## src/rtl/trace_capture_ctrl_if.sv

```systemverilog
// Bundles the trace capture sequencer's control, status and FIFO-gating
// signals. The master side drives requests and configuration; the slave
// side is the sequencer itself.
interface trace_capture_ctrl_if #(
  parameter int unsigned pDELAY_WIDTH = 16,
  parameter int unsigned pLEN_WIDTH   = 18
);
  logic                    I_arm;
  logic                    I_abort;
  logic                    I_trig_sel;
  logic                    I_match;
  logic                    I_m3_trig;
  logic [pDELAY_WIDTH-1:0] I_trig_delay;
  logic [pLEN_WIDTH-1:0]   I_capture_len;
  logic [7:0]              I_trig_width;
  logic                    I_data_valid;
  logic                    I_fifo_full;
  logic                    O_fifo_wr;
  logic                    O_trig_out;
  logic                    O_arm;
  logic                    O_capturing;
  logic                    O_done;
  logic                    O_overflow;
  logic [pLEN_WIDTH-1:0]   O_word_count;
  logic [2:0]              O_state;

  modport master (
    output I_arm, I_abort, I_trig_sel, I_match, I_m3_trig, I_trig_delay,
           I_capture_len, I_trig_width, I_data_valid, I_fifo_full,
    input  O_fifo_wr, O_trig_out, O_arm, O_capturing, O_done, O_overflow,
           O_word_count, O_state
  );

  modport slave (
    input  I_arm, I_abort, I_trig_sel, I_match, I_m3_trig, I_trig_delay,
           I_capture_len, I_trig_width, I_data_valid, I_fifo_full,
    output O_fifo_wr, O_trig_out, O_arm, O_capturing, O_done, O_overflow,
           O_word_count, O_state
  );
endinterface

```

## src/rtl/trace_capture_ctrl.sv

```systemverilog
// Capture sequencer for the trace sniffer: arm, wait for a pattern match or
// M3 GPIO rising edge, delay, then gate trace words into the capture FIFO
// while driving the external trigger pulse and status flags.
module trace_capture_ctrl #(
  parameter int unsigned pDELAY_WIDTH = 16,
  parameter int unsigned pLEN_WIDTH   = 18
) (
  input logic                  target_clk,
  input logic                  reset,
  trace_capture_ctrl_if.slave  bus
);

  typedef enum logic [2:0] {
    ST_IDLE    = 3'd0,
    ST_ARMED   = 3'd1,
    ST_DELAY   = 3'd2,
    ST_CAPTURE = 3'd3,
    ST_DONE    = 3'd4
  } state_t;

  state_t                  state, state_nx;
  logic                    m3_prev;
  logic                    trig_evt;
  logic                    trig_acc;
  logic                    wr_en;
  logic                    ovf_evt;
  logic                    last_word;
  logic                    arm_clear;
  logic [pDELAY_WIDTH-1:0] delay_cnt, delay_cnt_nx;
  logic [7:0]              pulse_cnt;
  logic [pLEN_WIDTH-1:0]   word_count;
  logic                    overflow;
  logic                    arm_q;
  logic                    capturing_q;
  logic                    done_q;

  // Select the trigger source: pattern hit or GPIO rising edge.
  always_comb begin
    trig_evt = bus.I_trig_sel ? (bus.I_m3_trig & ~m3_prev) : bus.I_match;
  end

  // Next-state and FIFO gating decode.
  always_comb begin
    state_nx     = state;
    delay_cnt_nx = delay_cnt;
    trig_acc     = 1'b0;
    wr_en        = 1'b0;
    ovf_evt      = 1'b0;
    last_word    = 1'b0;
    arm_clear    = 1'b0;
    unique case (state)
      ST_IDLE, ST_DONE: begin
        if (bus.I_arm) begin
          state_nx  = ST_ARMED;
          arm_clear = 1'b1;
        end
      end
      ST_ARMED: begin
        if (trig_evt) begin
          trig_acc = 1'b1;
          // Counter holds delay-1 so capture begins exactly I_trig_delay
          // cycles after the event; delays of 0 and 1 skip DELAY entirely.
          if (bus.I_trig_delay <= pDELAY_WIDTH'(1)) begin
            state_nx = ST_CAPTURE;
          end else begin
            state_nx     = ST_DELAY;
            delay_cnt_nx = bus.I_trig_delay - pDELAY_WIDTH'(1);
          end
        end
      end
      ST_DELAY: begin
        if (delay_cnt == pDELAY_WIDTH'(1)) begin
          state_nx = ST_CAPTURE;
        end else begin
          delay_cnt_nx = delay_cnt - pDELAY_WIDTH'(1);
        end
      end
      ST_CAPTURE: begin
        wr_en     = bus.I_data_valid & ~bus.I_fifo_full;
        ovf_evt   = bus.I_data_valid & bus.I_fifo_full;
        last_word = wr_en && (bus.I_capture_len != '0) &&
                    (word_count == bus.I_capture_len - pLEN_WIDTH'(1));
        if (ovf_evt || last_word) begin
          state_nx = ST_DONE;
        end
      end
      default: state_nx = ST_IDLE;
    endcase
    // Abort wins over everything; writes are suppressed so the word count
    // stays consistent with what actually reached the FIFO.
    if (bus.I_abort) begin
      state_nx  = ST_IDLE;
      trig_acc  = 1'b0;
      wr_en     = 1'b0;
      ovf_evt   = 1'b0;
      last_word = 1'b0;
      arm_clear = 1'b0;
    end
  end

  // State, counters and registered status flags.
  always_ff @(posedge target_clk) begin
    if (reset) begin
      state       <= ST_IDLE;
      delay_cnt   <= '0;
      m3_prev     <= 1'b0;
      pulse_cnt   <= '0;
      word_count  <= '0;
      overflow    <= 1'b0;
      arm_q       <= 1'b0;
      capturing_q <= 1'b0;
      done_q      <= 1'b0;
    end else begin
      state     <= state_nx;
      delay_cnt <= delay_cnt_nx;
      m3_prev   <= bus.I_m3_trig;

      if (bus.I_abort) begin
        pulse_cnt <= '0;
      end else if (trig_acc) begin
        pulse_cnt <= bus.I_trig_width;
      end else if (pulse_cnt != '0) begin
        pulse_cnt <= pulse_cnt - 8'd1;
      end

      if (arm_clear) begin
        word_count <= '0;
      end else if (wr_en && (word_count != '1)) begin
        word_count <= word_count + pLEN_WIDTH'(1);
      end

      if (arm_clear) begin
        overflow <= 1'b0;
      end else if (ovf_evt) begin
        overflow <= 1'b1;
      end

      arm_q       <= (state_nx == ST_ARMED);
      capturing_q <= (state_nx == ST_DELAY) || (state_nx == ST_CAPTURE);
      done_q      <= (state_nx == ST_DONE);
    end
  end

  assign bus.O_fifo_wr    = wr_en;
  assign bus.O_trig_out   = (pulse_cnt != '0);
  assign bus.O_arm        = arm_q;
  assign bus.O_capturing  = capturing_q;
  assign bus.O_done       = done_q;
  assign bus.O_overflow   = overflow;
  assign bus.O_word_count = word_count;
  assign bus.O_state      = state;

endmodule

```

## src/flat_wrapper.sv

```systemverilog
// flat-port wrapper written by rule: the top's interface ports become plain ports
module trace_capture_ctrl_flat 
#(
  parameter int unsigned pDELAY_WIDTH = 16,
  parameter int unsigned pLEN_WIDTH   = 18
)
  (target_clk, reset, bus_I_arm, bus_I_abort, bus_I_trig_sel, bus_I_match, bus_I_m3_trig, bus_I_trig_delay, bus_I_capture_len, bus_I_trig_width, bus_I_data_valid, bus_I_fifo_full, bus_O_fifo_wr, bus_O_trig_out, bus_O_arm, bus_O_capturing, bus_O_done, bus_O_overflow, bus_O_word_count, bus_O_state);
  trace_capture_ctrl_if #(.pDELAY_WIDTH(pDELAY_WIDTH), .pLEN_WIDTH(pLEN_WIDTH)) bus_i ();
  input logic target_clk;
  input logic reset;
  input wire logic [$bits(bus_i.I_arm)-1:0] bus_I_arm;
  input wire logic [$bits(bus_i.I_abort)-1:0] bus_I_abort;
  input wire logic [$bits(bus_i.I_trig_sel)-1:0] bus_I_trig_sel;
  input wire logic [$bits(bus_i.I_match)-1:0] bus_I_match;
  input wire logic [$bits(bus_i.I_m3_trig)-1:0] bus_I_m3_trig;
  input wire logic [$bits(bus_i.I_trig_delay)-1:0] bus_I_trig_delay;
  input wire logic [$bits(bus_i.I_capture_len)-1:0] bus_I_capture_len;
  input wire logic [$bits(bus_i.I_trig_width)-1:0] bus_I_trig_width;
  input wire logic [$bits(bus_i.I_data_valid)-1:0] bus_I_data_valid;
  input wire logic [$bits(bus_i.I_fifo_full)-1:0] bus_I_fifo_full;
  output wire logic [$bits(bus_i.O_fifo_wr)-1:0] bus_O_fifo_wr;
  output wire logic [$bits(bus_i.O_trig_out)-1:0] bus_O_trig_out;
  output wire logic [$bits(bus_i.O_arm)-1:0] bus_O_arm;
  output wire logic [$bits(bus_i.O_capturing)-1:0] bus_O_capturing;
  output wire logic [$bits(bus_i.O_done)-1:0] bus_O_done;
  output wire logic [$bits(bus_i.O_overflow)-1:0] bus_O_overflow;
  output wire logic [$bits(bus_i.O_word_count)-1:0] bus_O_word_count;
  output wire logic [$bits(bus_i.O_state)-1:0] bus_O_state;
  assign bus_i.I_arm = bus_I_arm;
  assign bus_i.I_abort = bus_I_abort;
  assign bus_i.I_trig_sel = bus_I_trig_sel;
  assign bus_i.I_match = bus_I_match;
  assign bus_i.I_m3_trig = bus_I_m3_trig;
  assign bus_i.I_trig_delay = bus_I_trig_delay;
  assign bus_i.I_capture_len = bus_I_capture_len;
  assign bus_i.I_trig_width = bus_I_trig_width;
  assign bus_i.I_data_valid = bus_I_data_valid;
  assign bus_i.I_fifo_full = bus_I_fifo_full;
  assign bus_O_fifo_wr = bus_i.O_fifo_wr;
  assign bus_O_trig_out = bus_i.O_trig_out;
  assign bus_O_arm = bus_i.O_arm;
  assign bus_O_capturing = bus_i.O_capturing;
  assign bus_O_done = bus_i.O_done;
  assign bus_O_overflow = bus_i.O_overflow;
  assign bus_O_word_count = bus_i.O_word_count;
  assign bus_O_state = bus_i.O_state;
  trace_capture_ctrl #(.pDELAY_WIDTH(pDELAY_WIDTH), .pLEN_WIDTH(pLEN_WIDTH)) u_core (.target_clk(target_clk), .reset(reset), .bus(bus_i));
endmodule
```

## config.mk

```make
export PLATFORM = sky130hd
export DESIGN_NAME = trace_capture_ctrl_flat
export DESIGN_NICKNAME = d
export VERILOG_FILES = /design/src/rtl/trace_capture_ctrl_if.sv /design/src/rtl/trace_capture_ctrl.sv /design/src/flat_wrapper.sv
export SDC_FILE = /design/constraint.sdc
export NUM_CORES = 1
export LEC_CHECK = 0
export BUFFER_PORTS_ARGS = -buffer_cell sky130_fd_sc_hd__buf_2
export CAP_MARGIN = 30
export CORE_AREA = 8 8 79 116
export CTS_BUF_LIST = sky130_fd_sc_hd__clkbuf_4 sky130_fd_sc_hd__clkbuf_8
export DETAILED_ROUTE_END_ITERATION = 12
export DIE_AREA = 0 0 87 124
export PLACE_DENSITY = 0.75
export RECOVER_POWER = 25
export SYNTH_ARGS = -nofsm -noshare
export SYNTH_HDL_FRONTEND = slang
export SYNTH_SLANG_ARGS = --single-unit
```

## constraint.sdc

```tcl
create_clock -name target_clk -period 2.7 [get_ports target_clk]
set_input_delay 0 -clock target_clk [delete_from_list [all_inputs] [get_ports target_clk]]
set_output_delay 0 -clock target_clk [all_outputs]
set_load 0.01 [all_outputs]
```

== Word level (Yosys, flattened, before mapping) ==
Cells that the tools add are included.

* Register bits after elaboration: 50
* Input bits: 51
* Logic and storage cells: 72

* $add $sub $neg: 5
* Bitwise gates (word level): 5
* Mux-type cells: 24
* Reduce and logical (&&, ||, !) cells: 14
* Equality and inequality tests: 14
* Order comparisons: 1

{| class="wikitable"
|+ Operator list
! cell !! count
|-
| $mux W16 || 3
|-
| $pmux W16 S2 || 1
|-
| $sub A16 B1 Y16 const B || 2
|-
| $add A18 B1 Y18 const B || 1
|-
| $eq A18 B18 Y1 || 1
|-
| $ne A18 B18 Y1 const B || 1
|-
| $reduce_bool A18 Y1 || 1
|-
| $sub A18 B1 Y18 const B || 1
|-
| $eq A16 B1 Y1 const B || 1
|-
| $le A16 B1 Y1 const B || 1
|-
| $mux W8 || 2
|-
| $mux W3 || 5
|-
| $eq A3 B2 Y1 const B || 4
|-
| $mux W1 || 12
|-
| $pmux W3 S4 || 1
|-
| $reduce_bool A8 Y1 || 1
|-
| $sub A8 B1 Y8 const B || 1
|-
| $eq A3 B1 Y1 const B || 2
|-
| $eq A3 B3 Y1 const B || 2
|-
| $reduce_or A2 Y1 || 3
|-
| $ne A2 B2 Y1 const B || 2
|-
| $reduce_and A4 Y1 || 1
|-
| $reduce_bool A2 Y1 || 2
|-
| $and A1 B1 Y1 || 3
|-
| 5 further kinds || 9
|}

== Logic depth before layout (Yosys ltp) ==
Gate-level depths: netlist of run 1.

* Word-level depth: 10
* Depth in mapped cells: 8

== Worst setup path before layout of run 1 ==
No wires, ideal clock.

* Kind: flip-flop to flip-flop
* From: reg u_core.word_count[8], in the netlist u_core.bus.O_word_count[8]
* To: reg u_core.word_count[17], in the netlist u_core.bus.O_word_count[17]
* Setup slack: 576 ps
* Arrival: 2,064 ps
* Stages on the path, launching flop included: 8
* Clock period less this slack: 2,124 ps
* Buffers on the path: 1
* Cells stage by stage: dfxtp_1 -> buf_2 -> and4_1 -> nand4_1 -> o31ai_1 -> nor3_1 -> a311oi_1 -> a41o_1

* Cells in the longest elaborated chain, start to end: 2
* Elaborated cells between the ends (all ways): 3
* Classes of those cells: add/sub: 1; eq/ne: 1; reduce/logical: 1

{| class="wikitable"
|+ RTL lines
! item !! RTL line !! text
|-
| from (decl) || trace_capture_ctrl.sv:31 || <nowiki>logic [pLEN_WIDTH-1:0] word_count;</nowiki>
|-
| from (signal assigned) || trace_capture_ctrl.sv:129 || <nowiki>word_count <= word_count + pLEN_WIDTH'(1);</nowiki>
|-
| branches (longest 2 deep; another with $add A18 B1 Y18) || -- ||
|}

Parallel ways; which one is timed is not known.
A chain may end at the register's enable or synchronous reset.

== Final worst setup path of run 1 ==
* From: reg u_core.state[1], in the netlist u_core.bus.O_state[1]
* To: reg u_core.delay_cnt[15]

* Cells in the longest elaborated chain, start to end: 3
* Elaborated cells between the ends (all ways): 8
* Classes of those cells: eq/ne: 5; mux: 1; reduce/logical: 2

{| class="wikitable"
|+ RTL lines
! item !! RTL line !! text
|-
| from (decl) || trace_capture_ctrl.sv:21 || <nowiki>state_t state, state_nx;</nowiki>
|-
| from (signal assigned) || trace_capture_ctrl.sv:114 || <nowiki>state <= state_nx;</nowiki>
|-
| $eq A3 B2 Y1 or $eq A3 B1 Y1 (tied branches) || trace_capture_ctrl.sv:51 || <nowiki>unique case (state)</nowiki>
|-
| $ne A2 B2 Y1 (no line), or another cell as far along || -- ||
|-
| $reduce_and A4 Y1 (no line) || -- ||
|-
| to (signal assigned) || trace_capture_ctrl.sv:115 || <nowiki>delay_cnt <= delay_cnt_nx;</nowiki>
|-
| to (decl) || trace_capture_ctrl.sv:29 || <nowiki>logic [pDELAY_WIDTH-1:0] delay_cnt, delay_cnt_nx;</nowiki>
|}

Several ways; a longest one is shown, not always the timed one.

==> results of run 1 <==
## cells in the final DEF, fill, tap and decap left out, types with 18 or more instances in the layout
| cell type | netlist | layout |
|---|---|---|
| a21oi_1 | 45 | 45 |
| xnor2_1 | 26 | 26 |
| nand2_1 | 32 | 32 |
| clkbuf_1 | 13 | 18 |
| inv_1 | 20 | 20 |
| buf_2 | 3 | 59 |
| dfxtp_1 | 50 | 50 |
| nor2_1 | 54 | 54 |
| o21ai_0 | 31 | 31 |
## cell type report
class | count | area [um2]
clock buffers | 6 | 82.6
fillers | 742 | 3130
inverters | 20 | 75.1
multi-input cells | 394 | 2490
flip-flops and latches | 50 | 1000
well taps | 102 | 128
repair buffers | 100 | 561
## flip-flops by register name, summed over array words and instances (netlist names)
name,cells
u_core.pulse_cnt,8
u_core.bus.O_word_count,18
u_core.bus.O_state,3
u_core.delay_cnt,16
u_core.bus.O_capturing,1
u_core.bus.O_done,1
u_core.bus.O_arm,1
u_core.m3_prev,1
u_core.bus.O_overflow,1
## per-stage QoR
stage | setup WS, ps | utilization [%]
after CTS | 564 | 58.4
after floorplan | 576 | -
after global routing | 340 | 58.1
after detailed placement | 363 | 56.0
final | 576 | 58.1
after global placement | 422 | 56.0
## report_power, final
group / switching, mW / leakage [nW] / internal (mW)
clock: 0.240 / 0.0431 / 0.198
sequential: 0.0608 / 0.405 / 0.798
combinational: 0.519 / 1.13 / 0.441
## metal layers
metal	vias to the layer above	share of wire [%]	track usage (%)
met4	0	2.7	9.63
met3	20	6.4	3.76
li1	1943	-	-
met5	-	0	0
met2	116	53	37.5
met1	1856	38	20.1
## worst max-delay path, delay by kind of cell (launching register included)
family | cells | cell delay [ps]
AOI/OAI and AO/OA | 4 | 860
DFF | 1 | 460
and+or+nand+nor | 2 | 660
## what timing repair did
| item | in CTS | in global routing |
|---|---|---|
| endpoints found under the hold margin | 9 | 0 |
| setup endpoints to repair | 0 | 0 |
| gates resized for setup | 0 | 0 |
| buffers inserted | 0 | 0 |
| hold buffers | 10 | 0 |
## logic make-up after synthesis
family                   after synthesis
multiplexers                           5
AO/OA/AOI/OAI                        134
adder cells (fa/ha/maj)                7
XOR/XNOR                              43
flip-flops                            50
buffers and inverters                 37
AND/OR/NAND/NOR                      205
## final timing paths
check                                                          to                              from  slack, ps
worst min-delay path                  u_core.bus.O_arm$_SDFF_PP0_                       bus_I_abort         20
worst min register to register   u_core.delay_cnt[1]$_SDFFE_PP0P_  u_core.delay_cnt[1]$_SDFFE_PP0P_        500
worst max-delay path            u_core.delay_cnt[15]$_SDFFE_PP0P_  u_core.bus.O_state[1]$_SDFF_PP0_        580
worst max register to register  u_core.delay_cnt[15]$_SDFFE_PP0P_  u_core.bus.O_state[1]$_SDFF_PP0_        580
==> summary.md, run 1 <==
| Metric | Value |
|---|---|
| Status | `completed` |
| Largest family of logic cells by synthesized area | `simple AND/OR/NAND/NOR gates` |
| Final ANT Viol Nets | `0` |
| Final min period | `2120 ps` |
| CTS Buf Count | `5` |
| Sequential share of the synthesized area | `27.6%` |
| Hold depth | `3` |
| IR Drop Worst-Case VDD | `409 uV` |
| HPWL Detailed | `8.16 mm` |
| Wirelength per Cell | `15.5 um` |
| Starting density of the core | `48.6%` |
| Maximum clock rate | `471 MHz` |
| Simple-gate share of the synthesized area | `31.2%` |
| Worst-path cell chain | `or3b_1 > nor4_1 > a32oi_1 > o21a_1 > a21oi_1 > a211oi_1` |
| Count of final setup violators | `0` |
| Cell Pwr Density | `520 nW/um2` |
| Rows | `39` |
| RD Place Congestion | `0.909` |
| Share of layout cells above drive strength 1 | `17.4%` |
| Placed cells | `656` |
| Ranking of synthesized cells by area | `dfxtp_1 28%, xnor2_1 6.3%, a21oi_1 6.2%` |
| EDFF count, synth | `0` |
| Global-route wire length before repair | `17.3 mm` |
| Final Instance Area | `4340 um2` |
| Die area | `10,800 um2` |
| DR vias | `3,935` |
| Core ar. | `7470 um2` |
| Clk buf depth | `2` |
| Synth unique cells | `69` |
| Leakage | `1.58 nW` |
| Routed WL | `10.4 mm` |
| CP Max Fanout | `17` |
| Die W | `87 um` |
| Synth Area in Compound Gates | `23.1%` |
| Crit path largest cell delay | `460 ps` |
| Critical path startpoint category | `flip-flop` |
| Synth Flop Type | `dfxtp_1` |
| Post-synthesis mux area share | `1.45%` |
| Worst slew margin | `55.4%` |
| Commonest cells in the netlist | `54 x nor2_1, 50 x dfxtp_1, 45 x a21oi_1` |
| DRC viols | `0` |
| Port Buffers | `77` |
| Die height | `124 um` |
| Sink Count | `50` |
| Top-area cell type share of the netlist area | `27.6%` |
| Slew Limit Fails | `0` |
| Worst Tran Pin Value | `663 ps` |
| Largest area contributor in the netlist | `dfxtp_1` |
| Dpl cell area | `4180 um2` |
| Setup TNS | `0 ps` |
| H-tree depth | `2` |
| Initial antenna violation count | `0` |
| Layout Cells excl Fill | `672` |
| CTS tree | `yes` |
| # diodes | `0` |
| DRT iter0 DRCs | `234` |
| # nets final | `629` |
| Final hold vios | `0` |
| CP Class | `reg2reg` |
| Max-cap viol count | `0` |
| Synth Area in XOR/XNOR | `10.4%` |
| Hold WS | `19.1 ps` |
| Via density | `5.86` |
| Post-synth net total | `539` |
| Largest net degree at the start of global routing | `27` |
| Asr flop ratio synth | `0%` |
| Crit path capture type | `flip-flop` |
| Clock Skews | `6.44 ps` |
| Critical Path RT | `2870 ps` |
| Hold Crit Class | `in2reg` |
| Final Cycle Share | `78.7%` |
| Post-Syn Area | `3630 um2` |
| Vias in the first global route | `3,848` |
| FF-to-FF path depth | `6` |
| Total grt overflow | `0` |
| Count leader, synth | `nor2_1` |
| All-Layer GR Usage | `19.8%` |
| Mapped Cells | `481` |
| Total design power | `2.26 mW` |
| #FFs+latches synth | `50` |
| Worst-skew pair later-pin latency | `310 ps` |
| CTS root buf | `clkbuf_8` |
| Total iterations of the first detailed-routing run | `4` |
| CTS clk-pin slew, worst paths | `90 ps` |
| RSZ-0062 raised after global routing | `false` |
| WP data arrival | `2290 ps` |
| Adder-cell share of the synthesized area | `2.41%` |
| Synth-to-layout area growth | `19.5%` |
| IO Pins | `78` |
| Synth warnings | `0` |
| Syn_area_per_cell | `7.55 um2` |
| Max stage delay cell, worst path | `dfxtp_1` |
(Power assumes the default switching activity.)
==> inputs of run 2 (changes only) <==
--- a/config.mk
+++ b/config.mk
@@ -5,13 +5,14 @@
 export SDC_FILE = /design/constraint.sdc
 export NUM_CORES = 1
 export LEC_CHECK = 0
+export ABC_AREA = 1
 export BUFFER_PORTS_ARGS = -buffer_cell sky130_fd_sc_hd__buf_2
 export CAP_MARGIN = 30
-export CORE_AREA = 8 8 79 116
+export CORE_AREA = 8 8 83 121
 export CTS_BUF_LIST = sky130_fd_sc_hd__clkbuf_4 sky130_fd_sc_hd__clkbuf_8
 export DETAILED_ROUTE_END_ITERATION = 12
-export DIE_AREA = 0 0 87 124
-export PLACE_DENSITY = 0.75
+export DIE_AREA = 0 0 91 129
+export PLACE_DENSITY = 0.74
 export RECOVER_POWER = 25
 export SYNTH_ARGS = -nofsm -noshare
 export SYNTH_HDL_FRONTEND = slang
==> constraint.sdc (replaced) <==
create_clock -name target_clk -period 2.2 [get_ports target_clk]
set_input_delay 0 -clock target_clk [delete_from_list [all_inputs] [get_ports target_clk]]
set_output_delay 0 -clock target_clk [all_outputs]
set_load 0.01 [all_outputs]
==> run 2 against run 1 <==
  * Fmax is 15% higher
  * Wire length is 11% higher
  * Total power is 20% higher
  * Final cell count is 23% higher
  * Combinational power is 3.9% higher
  * Clock-buffer cell count stayed put
  * Core utilization is 1.9 points lower
  * Clock skew hardly changed
  * Critical path depth is 3 higher
  * Clock power is 53% higher
  * Highest routed layer unchanged
  * Die area is 8.8% higher
==> summary.md, run 2 <==
| Metric | Value |
|---|---|
| Largest area contributor in the netlist | `dfxtp_1` |
| Core ar. | `8310 um2` |
| Worst-path cell chain | `nor2_1 > nand3_1 > nor3_1 > nand2_1 > nand2_1 > a21oi_4 > buf_4 > o21ai_0 > nor2_1` |
| DRT iter0 DRCs | `220` |
| Max stage delay cell, worst path | `dfxtp_1` |
| Worst slew margin | `70.8%` |
| CP Class | `reg2reg` |
| IR Drop Worst-Case VDD | `485 uV` |
| Die W | `91 um` |
| Hold depth | `3` |
| Critical path startpoint category | `flip-flop` |
| Hold path endpoint | `u_core.pulse_cnt[4]$_SDFFE_PP0P_` |
| Share of layout cells above drive strength 1 | `17.0%` |
| Wirelength per Cell | `14.0 um` |
| Worst-skew pair later-pin latency | `310 ps` |
| Max reg flops | `18` |
| Asr flop ratio synth | `0%` |
| # diodes | `0` |
| Leakage | `2.12 nW` |
| #FFs+latches synth | `50` |
| Status | `completed` |
| Count of final setup violators | `0` |
| RD Place Congestion | `0.908` |
| Setup TNS | `0 ps` |
| R2R Path Start | `u_core.delay_cnt[12]$_SDFFE_PP0P_` |
| Placed cells | `815` |
| Initial antenna violation count | `0` |
| Synth Flop Type | `dfxtp_1` |
| Largest net degree at the start of global routing | `17` |
| Sink Count | `50` |
| Final ANT Viol Nets | `0` |
| Setup repair bufs after CTS | `0` |
| Crit path capture type | `flip-flop` |
| Ranking of synthesized cells by area | `dfxtp_1 25%, nand2_1 15%, nor2_1 7.9%` |
| Most frequent cells in the layout | `157 x nand2_1, 85 x nor2_1, 73 x inv_1` |
| Hold-fix buffers, CTS | `6` |
| Setup slack, reg-to-reg | `360 ps` |
| Global-route wire length before repair | `19.3 mm` |
| Starting density of the core | `48.5%` |
| Delay-heaviest family, CP | `simple AND/OR/NAND/NOR gates` |
| Die area | `11,700 um2` |
| Crit path largest cell delay | `360 ps` |
| Final Cycle Share | `83.8%` |
| CP Max Fanout | `16` |
| Critical Path RT | `2410 ps` |
| Maximum clock rate | `543 MHz` |
| Final hold vios | `0` |
| Via density | `5.28` |
| Clk buf depth | `2` |
| Synth unique cells | `48` |
| FF-to-FF path depth | `9` |
| CTS Buf Count | `5` |
| Slew Limit Fails | `0` |
| CTS root buf | `clkbuf_8` |
| CTS tree | `yes` |
| Sequential share of the synthesized area | `24.8%` |
| Syn_area_per_cell | `6.32 um2` |
| Vias in the first global route | `4,387` |
| Reg2reg end | `u_core.delay_cnt[10]$_SDFFE_PP0P_` |
| Total grt overflow | `0` |
| Synth-to-layout area growth | `15.9%` |
| Post-cts resize count | `0` |
| Final min period | `1840 ps` |
| Cell Pwr Density | `580 nW/um2` |
| Post-Syn Area | `4030 um2` |
| Count leader, synth | `nand2_1` |
| H-tree depth | `2` |
| Worst Tran Pin Value | `434 ps` |
| EDFF count, synth | `0` |
| Post-synth net total | `696` |
| Clock Skews | `6.28 ps` |
| HP Start | `bus_I_trig_width[4]` |
| Die height | `129 um` |
| Total iterations of the first detailed-routing run | `5` |
| RSZ-0062 raised after global routing | `false` |
| DRC viols | `0` |
| All-Layer GR Usage | `19.8%` |
| Routed WL | `11.6 mm` |
| Crit path buffers/inverters | `1` |
| CTS clk-pin slew, worst paths | `90 ps` |
| # nets final | `779` |
| Rows | `41` |
| Port Buffers | `77` |
| DR vias | `4,381` |
| Commonest non-fill, non-tap cell in the layout | `nand2_1` |
| Hold Crit Class | `in2reg` |
| Mapped Cells | `638` |
| Synth warnings | `0` |
| Layout Cells excl Fill | `829` |
| HPWL Detailed | `9.36 mm` |
| WP data arrival | `2050 ps` |
| Top-area cell type share of the netlist area | `24.8%` |
| IO Pins | `78` |
| Max-cap viol count | `0` |
| Commonest cells in the netlist | `157 x nand2_1, 85 x nor2_1, 73 x inv_1` |
-- run 2: cell types whose count changed in the layout (fill, tap and decap cells not counted), sizes merged, moves of 9 or more --
| cell | delta |
|---|---|
| nand2 | +134 |
| xnor2 | -13 |
| nor2 | +49 |
| or3 | -10 |
| nand3 | +19 |
| o21ai | +9 |
| inv | +60 |
| nor4 | -11 |
-- run 2: worst max path at each step --
stage | slack (ps) | cells after the start | start | endpoint
final | 360 | 9 | u_core.delay_cnt[12]$_SDFFE_PP0P_ | u_core.delay_cnt[10]$_SDFFE_PP0P_
after global routing | 100 | 15 | u_core.pulse_cnt[1]$_SDFFE_PP0P_ | u_core.pulse_cnt[1]$_SDFFE_PP0P_
after CTS | 340 | 12 | u_core.bus.O_word_count[7]$_SDFFE_PP0P_ | u_core.bus.O_state[1]$_SDFF_PP0_
after detailed placement | 270 | 16 | bus_I_capture_len[0] | u_core.bus.O_state[1]$_SDFF_PP0_
after global placement | 290 | 16 | bus_I_capture_len[0] | u_core.bus.O_state[1]$_SDFF_PP0_
after floorplan | 540 | 14 | u_core.pulse_cnt[0]$_SDFFE_PP0P_ | u_core.pulse_cnt[1]$_SDFFE_PP0P_
-- run 2: area by class of cell --
| cell class | instances | area (um2) |
|---|---|---|
| fill | 855 | 3640 |
| clock buffer | 6 | 76.3 |
| timing repair buffer | 91 | 482 |
| clock inverter | 2 | 37.5 |
| tap | 107 | 134 |
| sequential | 50 | 1000 |
| multi-input combinational | 493 | 2640 |
| inverter | 80 | 300 |
-- run 2: stage by stage --
stage | power [mW] | cell area [um2] | setup slack [ps] | hold WS, ps | utilization (%)
2_1_floorplan | 1.77 | 4030 | 544 | 41.8 | -
3_3_place_gp | 2.01 | 4520 | 286 | 218 | 54.4
3_5_place_dp | 2.04 | 4520 | 273 | 238 | 54.4
4_1_cts | 2.72 | 4700 | 336 | 12.1 | 56.5
5_1_grt | 2.91 | 4670 | 104 | 16.6 | 56.2
6_report | 2.71 | 4670 | 357 | 18.7 | 56.2
-- run 2: layer usage --
layer	vias to the layer above	global-route usage, %	share of wire (%)
li1	2225	-	-
met1	1992	19.4	38
met2	136	38.0	54
met3	28	4.25	5.8
met4	0	10.3	3.1
met5	-	0	0
-- run 2: logic make-up (layout without fill, tap and decap cells) --
logic type | count (synthesis) | count (layout) | synth area share [%]
simple gates | 344 | 344 | 40.2
xor+xnor | 37 | 37 | 8.04
fa+ha+maj | 7 | 7 | 2.17
flops | 50 | 50 | 24.8
mux | 2 | 2 | 0.528
compound gates | 103 | 103 | 14.6
buf+inv | 95 | 179 | 9.65
-- run 2: power breakdown --
part	total [mW]	leakage, nW	internal [mW]	switching [mW]
Combinational	0.998	1.66	0.375	0.623
Sequential	1.04	0.406	0.985	0.0590
Clock	0.670	0.0548	0.352	0.318
Total	2.71	2.12	1.71	1.00
-- run 2: worst reg2reg max path, cell delays in order (launching register included) --
cell	delay [ps]
dfxtp_1	360
nor2_1	310
nand3_1	150
nor3_1	210
nand2_1	70
nand2_1	130
a21oi_4	70
buf_4	190
o21ai_0	190
nor2_1	70
==> inputs of run 3 (changes only) <==
--- a/config.mk
+++ b/config.mk
@@ -5,14 +5,14 @@
 export SDC_FILE = /design/constraint.sdc
 export NUM_CORES = 1
 export LEC_CHECK = 0
-export ABC_AREA = 1
+export ABC_AREA = 0
 export BUFFER_PORTS_ARGS = -buffer_cell sky130_fd_sc_hd__buf_2
 export CAP_MARGIN = 30
-export CORE_AREA = 8 8 83 121
+export CORE_AREA = 8 8 79 116
 export CTS_BUF_LIST = sky130_fd_sc_hd__clkbuf_4 sky130_fd_sc_hd__clkbuf_8
 export DETAILED_ROUTE_END_ITERATION = 12
-export DIE_AREA = 0 0 91 129
-export PLACE_DENSITY = 0.74
+export DIE_AREA = 0 0 87 124
+export PLACE_DENSITY = 0.75
 export RECOVER_POWER = 25
 export SYNTH_ARGS = -nofsm -noshare
 export SYNTH_HDL_FRONTEND = slang
==> constraint.sdc (replaced) <==
create_clock -name target_clk -period 1.7 [get_ports target_clk]
set_input_delay 0 -clock target_clk [delete_from_list [all_inputs] [get_ports target_clk]]
set_output_delay 0 -clock target_clk [all_outputs]
set_load 0.01 [all_outputs]
==> run 3 against run 2 <==
  * Sequential cell count is the same
  * Via count grew 3.5%
  * Critical endpoint is now u_core.delay_cnt[13]$_SDFFE_PP0P_
  * Fmax shrank 2.6%
  * The run now ends with negative setup slack left
  * Final cell count shrank 6.6%
  * Total power grew 60%
  * Sequential share of layout area shrank 3.3 points
  * Clock power grew 31%
==> summary.md, run 3 (synthesized netlist as in run 1, its figures left out) <==
| Metric | Value |
|---|---|
| Status | `finished, violations left` |
| Failing checks | `negative setup slack` |
| Routed wl met2 | `6.69 mm` |
| DRT iter0 DRCs | `198` |
| Total iterations of the first detailed-routing run | `4` |
| IR Drop Worst-Case VDD | `1120 uV` |
| Clk buf depth | `2` |
| RD Place Congestion | `0.920` |
| Final Instance Area | `5670 um2` |
| CTS root buf | `clkbuf_8` |
| Initial antenna violation count | `0` |
| Core ar. | `7470 um2` |
| Die height | `124 um` |
| Top Metal Used | `met4` |
| Dpl cell area | `4910 um2` |
| Die W | `87 um` |
| Cell Pwr Density | `768 nW/um2` |
| Routed WL | `12.7 mm` |
| # nets final | `729` |
| Leakage | `2.27 nW` |
| Rows | `39` |
| Most frequent cells in the layout | `100 x buf_4, 71 x buf_2, 47 x nor2_1` |
| Count of final setup violators | `38` |
| RSZ-0062 raised after global routing | `true` |
| Die area | `10,800 um2` |
| CP Class | `reg2reg` |
| CP Max Fanout | `8` |
| CTS clk-pin slew, worst paths | `100 ps` |
| Wirelength per Cell | `16.5 um` |
| Critical Path RT | `1940 ps` |
| Starting density of the core | `48.6%` |
| Hold Crit Class | `in2reg` |
| Hold WS | `80.6 ps` |
| Met1 Wirelength | `4.61 mm` |
| Final ANT Viol Nets | `0` |
| Via density | `5.86` |
| Vias in the first global route | `4,749` |
| Critical path startpoint category | `flip-flop` |
| WP data arrival | `2130 ps` |
| Total grt overflow | `0` |
| Reg area | `1020 um2` |
| Setup TNS | `-3210 ps` |
| Clock Skews | `15.6 ps` |
| DRC viols | `0` |
| DR WL met3 | `778 um` |
| Maximum clock rate | `528 MHz` |
| Worst-skew pair later-pin latency | `320 ps` |
| Final hold vios | `0` |
| Commonest non-fill, non-tap cell in the layout | `buf_4` |
| Worst Tran Pin Value | `552 ps` |
| Max-cap viol count | `0` |
| Share of layout cells above drive strength 1 | `43.5%` |
| Max reg flops | `18` |
| Crit path setup slack, layout | `-193 ps` |
| Slew Limit Fails | `0` |
| Fillers | `533` |
| CTS Buf Count | `5` |
| IO Pins | `78` |
| Sink Count | `50` |
| Worst slew margin | `62.9%` |
| H-tree depth | `2` |
| All-Layer GR Usage | `23.3%` |
| Multi-input logic area | `2980 um2` |
| CTS tree | `yes` |
| Port Buffers | `77` |
| # diodes | `0` |
| Synth-to-layout area growth | `56.0%` |
| Total design power | `4.35 mW` |
| HPWL Detailed | `9.04 mm` |
| Fin util | `75.9%` |
| Crit path capture type | `flip-flop` |
| DR vias | `4,535` |
| Final Cycle Share | `111%` |
| Global-route wire length before repair | `20.5 mm` |
| Largest net degree at the start of global routing | `21` |
| Final min period | `1890 ps` |
[run 3: layer usage]
layer / vias to the layer above / global-route usage [%]
met5: - / 0
li1: 2163 / -
met3: 55 / 3.70
met1: 2125 / 22.5
met2: 192 / 44.9
met4: 0 / 14.1
[run 3: power by group]
group | internal [mW] | switching (mW)
sequential | 1.27 | 0.121
clock | 0.456 | 0.422
combinational | 1.02 | 1.06
[run 3: worst max-delay path, cell delays in order (launching register included)]
cell     delay, ps
dfxtp_4        380
or3b_4         400
nor4_4         270
a32oi_4        260
o21ai_4        200
o21ai_1        120
a21oi_1        180
[run 3: per-stage QoR]
stage,worst slack (ps),cells
after floorplan,-218,481
after global placement,-358,739
after detailed placement,-428,739
after CTS,-64.7,772
after global routing,-225,774
final,-193,774
[run 3: final timing paths]
kind,from,end,slack (ps),depth (start not counted)
max,u_core.bus.O_state[0]$_SDFF_PP0_,u_core.delay_cnt[13]$_SDFFE_PP0P_,-190,6
min,bus_I_fifo_full,u_core.bus.O_state[0]$_SDFF_PP0_,80,4
min reg2reg,u_core.bus.O_word_count[1]$_SDFFE_PP0P_,u_core.bus.O_word_count[1]$_SDFFE_PP0P_,490,2
max reg2reg,u_core.bus.O_state[0]$_SDFF_PP0_,u_core.delay_cnt[13]$_SDFFE_PP0P_,-190,6
[run 3: area by class of cell]
| cell class | count | share of cell area (%) |
|---|---|---|
| inverters | 20 | 1.33 |
| repair buffers | 197 | 23.8 |
| well taps | 102 | 2.25 |
| flip-flops and latches | 50 | 18.1 |
| clock inverters | 2 | 0.663 |
| multi-input cells | 397 | 52.5 |
| clock buffers | 6 | 1.35 |
[run 3: repair_timing]
item,CTS,global route
resized for setup,57,45
hold buffers,11,0
cloned,3,0
hold endpoints to repair,10,0
pin swaps,51,30
buffers inserted,11,2
endpoints found under the setup margin,42,48
